===== config.mk =====
export PLATFORM = sky130hd
export DESIGN_NAME = operand_issue_flat
export DESIGN_NICKNAME = d
export VERILOG_FILES = /design/src/rtl/operand_issue_if.sv /design/src/rtl/operand_issue.sv /design/src/flat_wrapper.sv
export SDC_FILE = /design/constraint.sdc
export NUM_CORES = 1
export LEC_CHECK = 0
export CAP_MARGIN = 10
export CORE_ASPECT_RATIO = 1.4
export CORE_MARGIN = 1
export CORE_UTILIZATION = 50
export DETAILED_ROUTE_END_ITERATION = 10
export PLACE_DENSITY = 0.64
export RECOVER_POWER = 25
export SYNTH_ARGS = -nofsm -noshare
export SYNTH_HDL_FRONTEND = slang
export SYNTH_SLANG_ARGS = --single-unit

===== constraint.sdc =====
create_clock -name clk -period 14.4 [get_ports clk]
set_input_delay 2.88 -clock clk [delete_from_list [all_inputs] [get_ports clk]]
set_output_delay 2.88 -clock clk [all_outputs]
set_load 0.1 [all_outputs]

===== src/rtl/operand_issue_if.sv =====
// operand_issue_if: instruction, issue, writeback and status bundle for operand_issue
interface operand_issue_if #(
    parameter int DW = 16,
    parameter int FIFO_DEPTH = 4
);
    localparam int CW = $clog2(FIFO_DEPTH) + 1;
    logic [15:0] instr_in;
    logic instr_valid;
    logic instr_ready;
    logic [1:0] f0;
    logic [3:0] opcode_rd;
    logic [DW-1:0] rs1;
    logic [DW-1:0] rs2;
    logic cin;
    logic bin;
    logic issue_valid;
    logic issue_ready;
    logic wb_en;
    logic [3:0] wb_addr;
    logic [DW-1:0] wb_data;
    logic [15:0] pending;
    logic [CW-1:0] fifo_count;
    modport master (
        output instr_in, instr_valid, issue_ready, wb_en, wb_addr, wb_data,
        input instr_ready, f0, opcode_rd, rs1, rs2, cin, bin, issue_valid, pending, fifo_count
    );
    modport slave (
        input instr_in, instr_valid, issue_ready, wb_en, wb_addr, wb_data,
        output instr_ready, f0, opcode_rd, rs1, rs2, cin, bin, issue_valid, pending, fifo_count
    );
endinterface


===== src/rtl/operand_issue.sv =====
// operand_issue: instruction FIFO, scoreboarded operand read and issue register (optional OPERAND_ISSUE_BYPASS_EN writeback forwarding)
module operand_issue #(
    parameter int FIFO_DEPTH = 4,
    parameter int DW = 16
) (
    input logic clk,
    input logic rst,
    operand_issue_if.slave bus
);
    localparam int AW = $clog2(FIFO_DEPTH);
    localparam int CW = AW + 1;
    typedef enum logic [1:0] {EMPTY, VALID, STALLED} state_t;
    state_t state, state_nx;
    logic [15:0] mem [FIFO_DEPTH];
    logic [AW-1:0] wr_ptr, rd_ptr;
    logic [CW-1:0] count;
    logic [DW-1:0] rf [16];
    logic [15:0] pending, wb_mask, set_mask, src_pend, head;
    logic [3:0] h_rd, h_rs1, h_rs2;
    logic head_valid, hazard, push, pop, retire, occupied;
    logic [DW-1:0] op1, op2;
    logic [1:0] iss_f0;
    logic [3:0] iss_rd;
    logic [DW-1:0] iss_rs1, iss_rs2;
    logic iss_cin, iss_bin;
    assign head = mem[rd_ptr];
    assign h_rd = head[13:10];
    assign h_rs1 = head[9:6];
    assign h_rs2 = head[5:2];
    assign head_valid = count != '0;
    assign wb_mask = bus.wb_en ? 16'(1) << bus.wb_addr : '0;
`ifdef OPERAND_ISSUE_BYPASS_EN
    // only source hazards are released early; the destination check keeps the registered scoreboard
    assign src_pend = pending & ~wb_mask;
    assign op1 = (bus.wb_en && bus.wb_addr == h_rs1) ? bus.wb_data : rf[h_rs1];
    assign op2 = (bus.wb_en && bus.wb_addr == h_rs2) ? bus.wb_data : rf[h_rs2];
`else
    assign src_pend = pending;
    assign op1 = rf[h_rs1];
    assign op2 = rf[h_rs2];
`endif
    assign hazard = src_pend[h_rs1] | src_pend[h_rs2] | pending[h_rd];
    assign occupied = state != EMPTY;
    assign retire = occupied && bus.issue_ready;
    assign pop = head_valid && !hazard && (!occupied || bus.issue_ready);
    assign push = bus.instr_valid && bus.instr_ready;
    assign set_mask = pop ? 16'(1) << h_rd : '0;
    always_comb begin
        state_nx = pop ? VALID : (state == EMPTY || retire) ? EMPTY : (head_valid && hazard) ? STALLED : VALID;
    end
    always_ff @(posedge clk or posedge rst) begin
        if (rst) state <= EMPTY;
        else state <= state_nx;
    end
    always_ff @(posedge clk) begin
        if (push) mem[wr_ptr] <= bus.instr_in;
    end
    always_ff @(posedge clk or posedge rst) begin
        if (rst) begin
            wr_ptr <= '0;
            rd_ptr <= '0;
            count <= '0;
            pending <= '0;
            iss_f0 <= '0;
            iss_rd <= '0;
            iss_rs1 <= '0;
            iss_rs2 <= '0;
            iss_cin <= 1'b0;
            iss_bin <= 1'b0;
            for (int i = 0; i < 16; i++) rf[i] <= '0;
        end else begin
            if (push) wr_ptr <= wr_ptr + AW'(1);
            if (pop) rd_ptr <= rd_ptr + AW'(1);
            count <= count + CW'(push) - CW'(pop);
            pending <= (pending & ~wb_mask) | set_mask;
            if (bus.wb_en) rf[bus.wb_addr] <= bus.wb_data;
            if (pop) begin
                iss_f0 <= head[15:14];
                iss_rd <= h_rd;
                iss_rs1 <= op1;
                iss_rs2 <= op2;
                iss_cin <= head[1];
                iss_bin <= head[0];
            end
        end
    end
    assign bus.instr_ready = count != CW'(FIFO_DEPTH);
    assign bus.fifo_count = count;
    assign bus.pending = pending;
    assign bus.issue_valid = occupied;
    assign bus.f0 = iss_f0;
    assign bus.opcode_rd = iss_rd;
    assign bus.rs1 = iss_rs1;
    assign bus.rs2 = iss_rs2;
    assign bus.cin = iss_cin;
    assign bus.bin = iss_bin;
endmodule


===== src/flat_wrapper.sv =====
// flat-port wrapper written by rule: the top's interface ports become plain ports
module operand_issue_flat 
#(
    parameter int FIFO_DEPTH = 4,
    parameter int DW = 16
)
  (clk, rst, bus_instr_in, bus_instr_valid, bus_issue_ready, bus_wb_en, bus_wb_addr, bus_wb_data, bus_instr_ready, bus_f0, bus_opcode_rd, bus_rs1, bus_rs2, bus_cin, bus_bin, bus_issue_valid, bus_pending, bus_fifo_count);
  operand_issue_if #(.DW(DW), .FIFO_DEPTH(FIFO_DEPTH)) bus_i ();
  input logic clk;
  input logic rst;
  input wire logic [$bits(bus_i.instr_in)-1:0] bus_instr_in;
  input wire logic [$bits(bus_i.instr_valid)-1:0] bus_instr_valid;
  input wire logic [$bits(bus_i.issue_ready)-1:0] bus_issue_ready;
  input wire logic [$bits(bus_i.wb_en)-1:0] bus_wb_en;
  input wire logic [$bits(bus_i.wb_addr)-1:0] bus_wb_addr;
  input wire logic [$bits(bus_i.wb_data)-1:0] bus_wb_data;
  output wire logic [$bits(bus_i.instr_ready)-1:0] bus_instr_ready;
  output wire logic [$bits(bus_i.f0)-1:0] bus_f0;
  output wire logic [$bits(bus_i.opcode_rd)-1:0] bus_opcode_rd;
  output wire logic [$bits(bus_i.rs1)-1:0] bus_rs1;
  output wire logic [$bits(bus_i.rs2)-1:0] bus_rs2;
  output wire logic [$bits(bus_i.cin)-1:0] bus_cin;
  output wire logic [$bits(bus_i.bin)-1:0] bus_bin;
  output wire logic [$bits(bus_i.issue_valid)-1:0] bus_issue_valid;
  output wire logic [$bits(bus_i.pending)-1:0] bus_pending;
  output wire logic [$bits(bus_i.fifo_count)-1:0] bus_fifo_count;
  assign bus_i.instr_in = bus_instr_in;
  assign bus_i.instr_valid = bus_instr_valid;
  assign bus_i.issue_ready = bus_issue_ready;
  assign bus_i.wb_en = bus_wb_en;
  assign bus_i.wb_addr = bus_wb_addr;
  assign bus_i.wb_data = bus_wb_data;
  assign bus_instr_ready = bus_i.instr_ready;
  assign bus_f0 = bus_i.f0;
  assign bus_opcode_rd = bus_i.opcode_rd;
  assign bus_rs1 = bus_i.rs1;
  assign bus_rs2 = bus_i.rs2;
  assign bus_cin = bus_i.cin;
  assign bus_bin = bus_i.bin;
  assign bus_issue_valid = bus_i.issue_valid;
  assign bus_pending = bus_i.pending;
  assign bus_fifo_count = bus_i.fifo_count;
  operand_issue #(.FIFO_DEPTH(FIFO_DEPTH), .DW(DW)) u_core (.clk(clk), .rst(rst), .bus(bus_i));
endmodule

### Word-level counts from Yosys, hierarchy flattened

Memories as Yosys holds them, arrays and structs flattened.
Index checks and enable logic that the tools add are counted.
Widths: inputs -> output; s select.

| storage, ports and cells | value |
|---|---|
| bits in registers | 321 |
| bits in writable memories | 64 |
| bits of input ports | 41 |
| output and inout port bits | 61 |
| memories | 1 |

| operators by class | value |
|---|---|
| $add $sub $neg | 4 |
| magnitude comparators | 7 |
| equal/unequal tests | 1 |
| shifts and indexed selects | 2 |
| muxes and demuxes | 22 |
| bitwise operators | 8 |
| reduce and logical (&&, ||, !) cells | 13 |

Memories:

| memory | words | bits a word | rd ports | clocked after Yosys merged registers in | wr ports | line | source |
|---|---|---|---|---|---|---|---|
| u_core.mem | 4 | 16 | 1 | 0 | 1 | operand_issue.sv:14 | `logic [15:0] mem [FIFO_DEPTH];` |

Operator list:

| operator | number |
|---|---|
| $bwmux 256 | 1 |
| $bmux 16 s4 | 2 |
| $mux 16 | 7 |
| $demux 16 s4 | 1 |
| $shl 1x4->16 const A | 2 |
| $and 16x16->16 | 1 |
| $not 16->16 | 1 |
| $or 16x16->16 | 1 |
| $ge 5x5->1 const B | 3 |
| $lt 4x5->1 const B | 3 |
| $not 4->5 | 3 |
| $bmux 1 s4 | 3 |
| $logic_and 1x1->1 | 6 |
| $mux 2 | 3 |
| $lt 5x1->1 const B | 1 |
| $mux 1 | 5 |
| $add 2x1->2 const B | 2 |
| $add 3x1->3 | 1 |
| $ne 3x3->1 const B | 1 |
| $reduce_bool 3->1 | 1 |
| $sub 3x1->3 | 1 |
| $logic_not 1->1 | 2 |
| $logic_not 2->1 | 1 |
| $logic_or 1x1->1 | 2 |
| 2 further kinds | 3 |

### Longest topological paths before layout

An unclocked memory read counts as a cell.

| depth | value |
|---|---|
| depth after elaboration | 10 |
| gate-level depth with buffers | 17 |
| mapped depth without buffers | 12 |

### Least setup slack after synthesis

No wires, ideal clock.

| timing | value |
|---|---|
| path kind | reg2out |
| start | register u_core.count[1] (netlist: u_core.bus.fifo_count[1]) |
| end | output port bus_instr_ready |
| arrival time | 2.020 ns |
| path slack | 9.500 ns |
| stages on the path, launching flop included | 3 |
| buffers on the path | 0 |
| cell sequence | dfrtp_1 > inv_1 > nand3_1 |

| on the way | value |
|---|---|
| word-level cells in the longest chain between the ends | 1 |

RTL lines:

| element | line | source |
|---|---|---|
| start, declared | operand_issue.sv:16 | `logic [CW-1:0] count;` |
| start signal, assigned | operand_issue.sv:74 | `count <= count + CW'(push) - CW'(pop);` |
| $ne 3x3->1 | operand_issue.sv:87 | `assign bus.instr_ready = count != CW'(FIFO_DEPTH);` |
| end, declared | flat_wrapper.sv:17 | `output wire logic [$bits(bus_i.instr_ready)-1:0] bus_instr_ready;` |

Every way passes these cells.

### Worst setup path in the final report

| timing | value |
|---|---|
| start | register u_core.rd_ptr[0] |
| end | register u_core.count[2] (netlist: u_core.bus.fifo_count[2]) |

| on the way | value |
|---|---|
| word-level cells in the longest chain between the ends | 9 |
| elaborated cells on any way between the ends | 13 |
| those cells by class | 1 x add/sub; 6 x mux; 2 x bitwise; 3 x reduce/logical; 1 x memory |

RTL lines:

| element | line | source |
|---|---|---|
| start, declared | operand_issue.sv:15 | `logic [AW-1:0] wr_ptr, rd_ptr;` |
| start signal, assigned | operand_issue.sv:73 | `if (pop) rd_ptr <= rd_ptr + AW'(1);` |
| $mem_v2 4x16 (*) | -- |  |
| $bmux 1 s4 | operand_issue.sv:42 | `assign hazard = src_pend[h_rs1] \| src_pend[h_rs2] \| pending[h_rd];` |
| $mux 1 (not written as such) | operand_issue.sv:42 |  |
| $or 1x1->1 | operand_issue.sv:42 |  |
| $or 1x1->1 (*) | operand_issue.sv:42 |  |
| $logic_not 1->1 (*) | operand_issue.sv:45 | `assign pop = head_valid && !hazard && (!occupied \|\| bus.issue_ready);` |
| $logic_and 1x1->1 (*) (2 in a row) | operand_issue.sv:45 |  |
| $sub 3x1->3 (*) | operand_issue.sv:74 |  |

Every way passes the cells marked *; elsewhere a longest branch is shown, timed or not. The select of a mux whose other input is x is not followed.
A chain may end at the register's enable or synchronous reset.

==> impl_metrics.csv <==
group,metric,value,unit
yosys,syn-cell-area,0.0194,mm^2
timing,skew,0.0134,ns
detailed_routing,wl_per_cell,26.8,um
timing,slew_violations,210,
clocking,post_cts_resized,0,
global_route,grt_pass1_vias,11500,
clocking,root_buffer,"clkbuf_16",
yosys,ys.flop_type,"dfrtp_1",
timing,fin_crit_sh,60.3,%
cells_and_area,antenna_cells,0,
outcome,violations,"capacitance limit, slew limit",
floorplan,die_w,169,um
timing,finalHoldViolations,0,
yosys,synth_area_leaders,"dfrtp_1 (41%), mux2_2 (15%), mux4_2 (11%)",
power,peakVddDrop,173,uV
floorplan,die_area,0.0397,mm^2
outcome,status,"finished with violations",
floorplan,ios,102,
setup_path,cp_max_fo,48,
cells_and_area,area_growth_syn_to_layout,13.3,%
placed_design,hpwlAfterDp,26200,um
global_route,grt_antenna_before_repair,1,
global_route,grt_max_degree,189,
yosys,yosysTopAreaCell,"dfrtp_1",
setup_path,startpoint_type,"flop",
min_path,hp-class,"flop to flop",
timing,grt_setup_unrepaired,"false",
power,leakagePower,0.00901,uW
detailed_routing,drt-total-wl,46400,um
clocking,clock-sinks,385,
power,power_density,259,mW/mm^2
yosys,syn_avg_cell_area,17.6,um^2
yosys,synth-seq-area-share,51.2,%
yosys,ys_types,53,
setup_path,arrival,9.15,ns
global_route,grt.total_usage,24.3,%
clocking,htreeDepth,2,
floorplan,start_util,50.6,%
clocking,ctsHoldBuffers,0,
clocking,post_cts_buffers,0,
setup_path,cp.required,14.86,ns
yosys,ys_async_sr_fraction,83.4,%
clocking,cts.clk_slew.worst_paths,0.06,ns
setup_path,cp-end-kind,"flop",
timing,tightest_slew,6.07,ns
placed_design,place_congestion,0.791,
clocking,clock_latency,0.54,ns
timing,tns,0,ns
yosys,synth_edf_count,64,
yosys,synth_cells,1107,
detailed_routing,via_count,10800,
timing,finalSetupViolCount,0,
detailed_routing,antenna_left,0,
yosys,syn-num-nets,1155,
timing,holdWs,0.503,ns
timing,max_clock_freq,115,MHz
setup_path,crit_type,"flop to flop",
yosys,yosys_warnings,0,
detailed_routing,drtPass1Iterations,7,
cells_and_area,fin_nets,1224,
floorplan,core-area,0.0384,mm^2
placed_design,port_buffers,101,
flow_run,maxCapViolations,3,
detailed_routing,post-route-drc-count,0,
yosys,synth_top_area_share,41.3,%
clocking,cts_max_path_buffers,3,
detailed_routing,drt_iter0_drc,694,
global_route,grt.overflow.total,0,
yosys,ys_ff_latch,385,
floorplan,die_y,235,um
floorplan,row_count,85,
clocking,numCtsBuffers,40,
cells_and_area,num-fill-cells,3005,
cells_and_area,drive_gt1_share,39.9,%
timing,max_slew_margin,-307,%
global_route,grt_pass1_wl,71500,um
timing,layout_min_cycle_time,8.68,ns
detailed_routing,viasPerCell,6.27,
clocking,cts_tree,"built",
layout make-up:
| type | instances | area [um^2] | area share, % |
|---|---|---|---|
| Clock buffer | 56 | 1160 | 5.28 |
| Clock inverter | 18 | 180 | 0.818 |
| Inverter | 20 | 76.3 | 0.347 |
| Multi-Input combinational cell | 615 | 8870 | 40.3 |
| Sequential cell | 385 | 9950 | 45.2 |
| Tap cell | 522 | 653 | 2.97 |
| Timing Repair Buffer | 114 | 1110 | 5.06 |
critical path, cell delays in order, from the launching register on:
cell and delay (ns):
dfrtp_1 0.32, clkbuf_1 1.15, mux4_2 1.07, clkbuf_1 2.91, mux2i_1 0.50, o22ai_1 0.14
o21ai_0 0.25, o211ai_1 0.21, nor2_4 0.87, ha_1 0.23, inv_1 0.04, ha_1 0.19
fa_1 0.40, xnor2_1 0.17, xnor2_1 0.14
stage by stage:
stage	worst slack [ns]	instances	utilization, %	total power [uW]	area [um^2]
after global routing	5.05	1730	57.3	5960	22000
after global placement	8.59	1656	53.9	4630	20700
after detailed placement	8.55	1656	53.9	4680	20700
after CTS	9.00	1730	57.4	5740	22000
final	5.72	1730	57.3	5700	22000
after floorplan	2.64	1107	-	4090	19400
cell families after synthesis:
group                    count (synthesis)  share of synthesized area (%)
adder cells (fa/ha/maj)                  7                          0.489
XOR/XNOR                                 5                          0.225
multiplexers                           493                           40.8
buffers and inverters                  107                           3.43
flip-flops                             385                           51.2
AO/OA/AOI/OAI                           37                           1.63
AND/OR/NAND/NOR                         73                           2.16
cell usage in the layout (no fill, tap or decap), types with 14 or more instances in the layout:
| cell type | count |
|---|---|
| clkbuf_16 | 41 |
| a32o_1 | 16 |
| edfxtp_1 | 64 |
| clkdlybuf4s50_1 | 83 |
| dlygate4sd3_1 | 18 |
| mux4_1 | 79 |
| inv_1 | 17 |
| mux4_2 | 96 |
| dfrtp_1 | 321 |
| mux2i_1 | 18 |
| mux2_4 | 30 |
| mux2_2 | 260 |
| nor2_1 | 14 |
cells in the mapped netlist, types with 7 or more instances:
cell      count
dfrtp_1     321
mux2_2      260
mux4_2       98
mux4_1       79
edfxtp_1     64
clkbuf_1     51
mux2_4       30
nor2_1       23
inv_1        18
mux2i_1      18
a32o_1       16
nand2b_1     10
buf_6         8
mux2_1        8
nand2_1       8
o22ai_1       8
buf_12        7
buf_2         7
buf_4         7
flip-flops by register name, summed over array words and instances, names as in the netlist:
signal and count:
u_core.rf 256, u_core.bus.f0 2, u_core.bus.rs2 16, u_core.bus.rs1 16, u_core.wr_ptr 2, u_core.bus.pending 16, u_core.rd_ptr 2, u_core.state 2
u_core.mem 64, u_core.bus.opcode_rd 4, u_core.bus.bin 1, u_core.bus.fifo_count 3, u_core.bus.cin 1
power breakdown:
part / total (uW) / switching, uW / internal (uW)
combinational: 3030 / 1650 / 1380
sequential: 1620 / 201 / 1420
clock: 1050 / 429 / 620
final timing paths:
kind,to,start,slack [ns],cells past startpoint
max reg2reg,u_core.bus.fifo_count[2]$_DFF_PP0_,u_core.rd_ptr[0]$_DFFE_PP0P_,5.72,14
min reg2reg,u_core.bus.opcode_rd[0]$_DFFE_PP0P_,u_core.bus.opcode_rd[0]$_DFFE_PP0P_,0.50,1
max in group asynchronous,u_core.rd_ptr[1]$_DFFE_PP0P_,rst,7.00,2
min in group asynchronous,u_core.rf[90]$_DFFE_PP0P_,rst,4.68,2
min,u_core.bus.opcode_rd[0]$_DFFE_PP0P_,u_core.bus.opcode_rd[0]$_DFFE_PP0P_,0.50,1
max,u_core.bus.fifo_count[2]$_DFF_PP0_,u_core.rd_ptr[0]$_DFFE_PP0P_,5.72,14
per-layer routing:
layer  up-vias  routed length [um]  track usage (%)
met5         -                  12                0
li1       4568                   -                -
met2       295               23800             41.3
met3        90                2150             4.22
met1      5893               19100             31.7
met4         2                1320             7.88
Power figures use the tool's default switching activity.
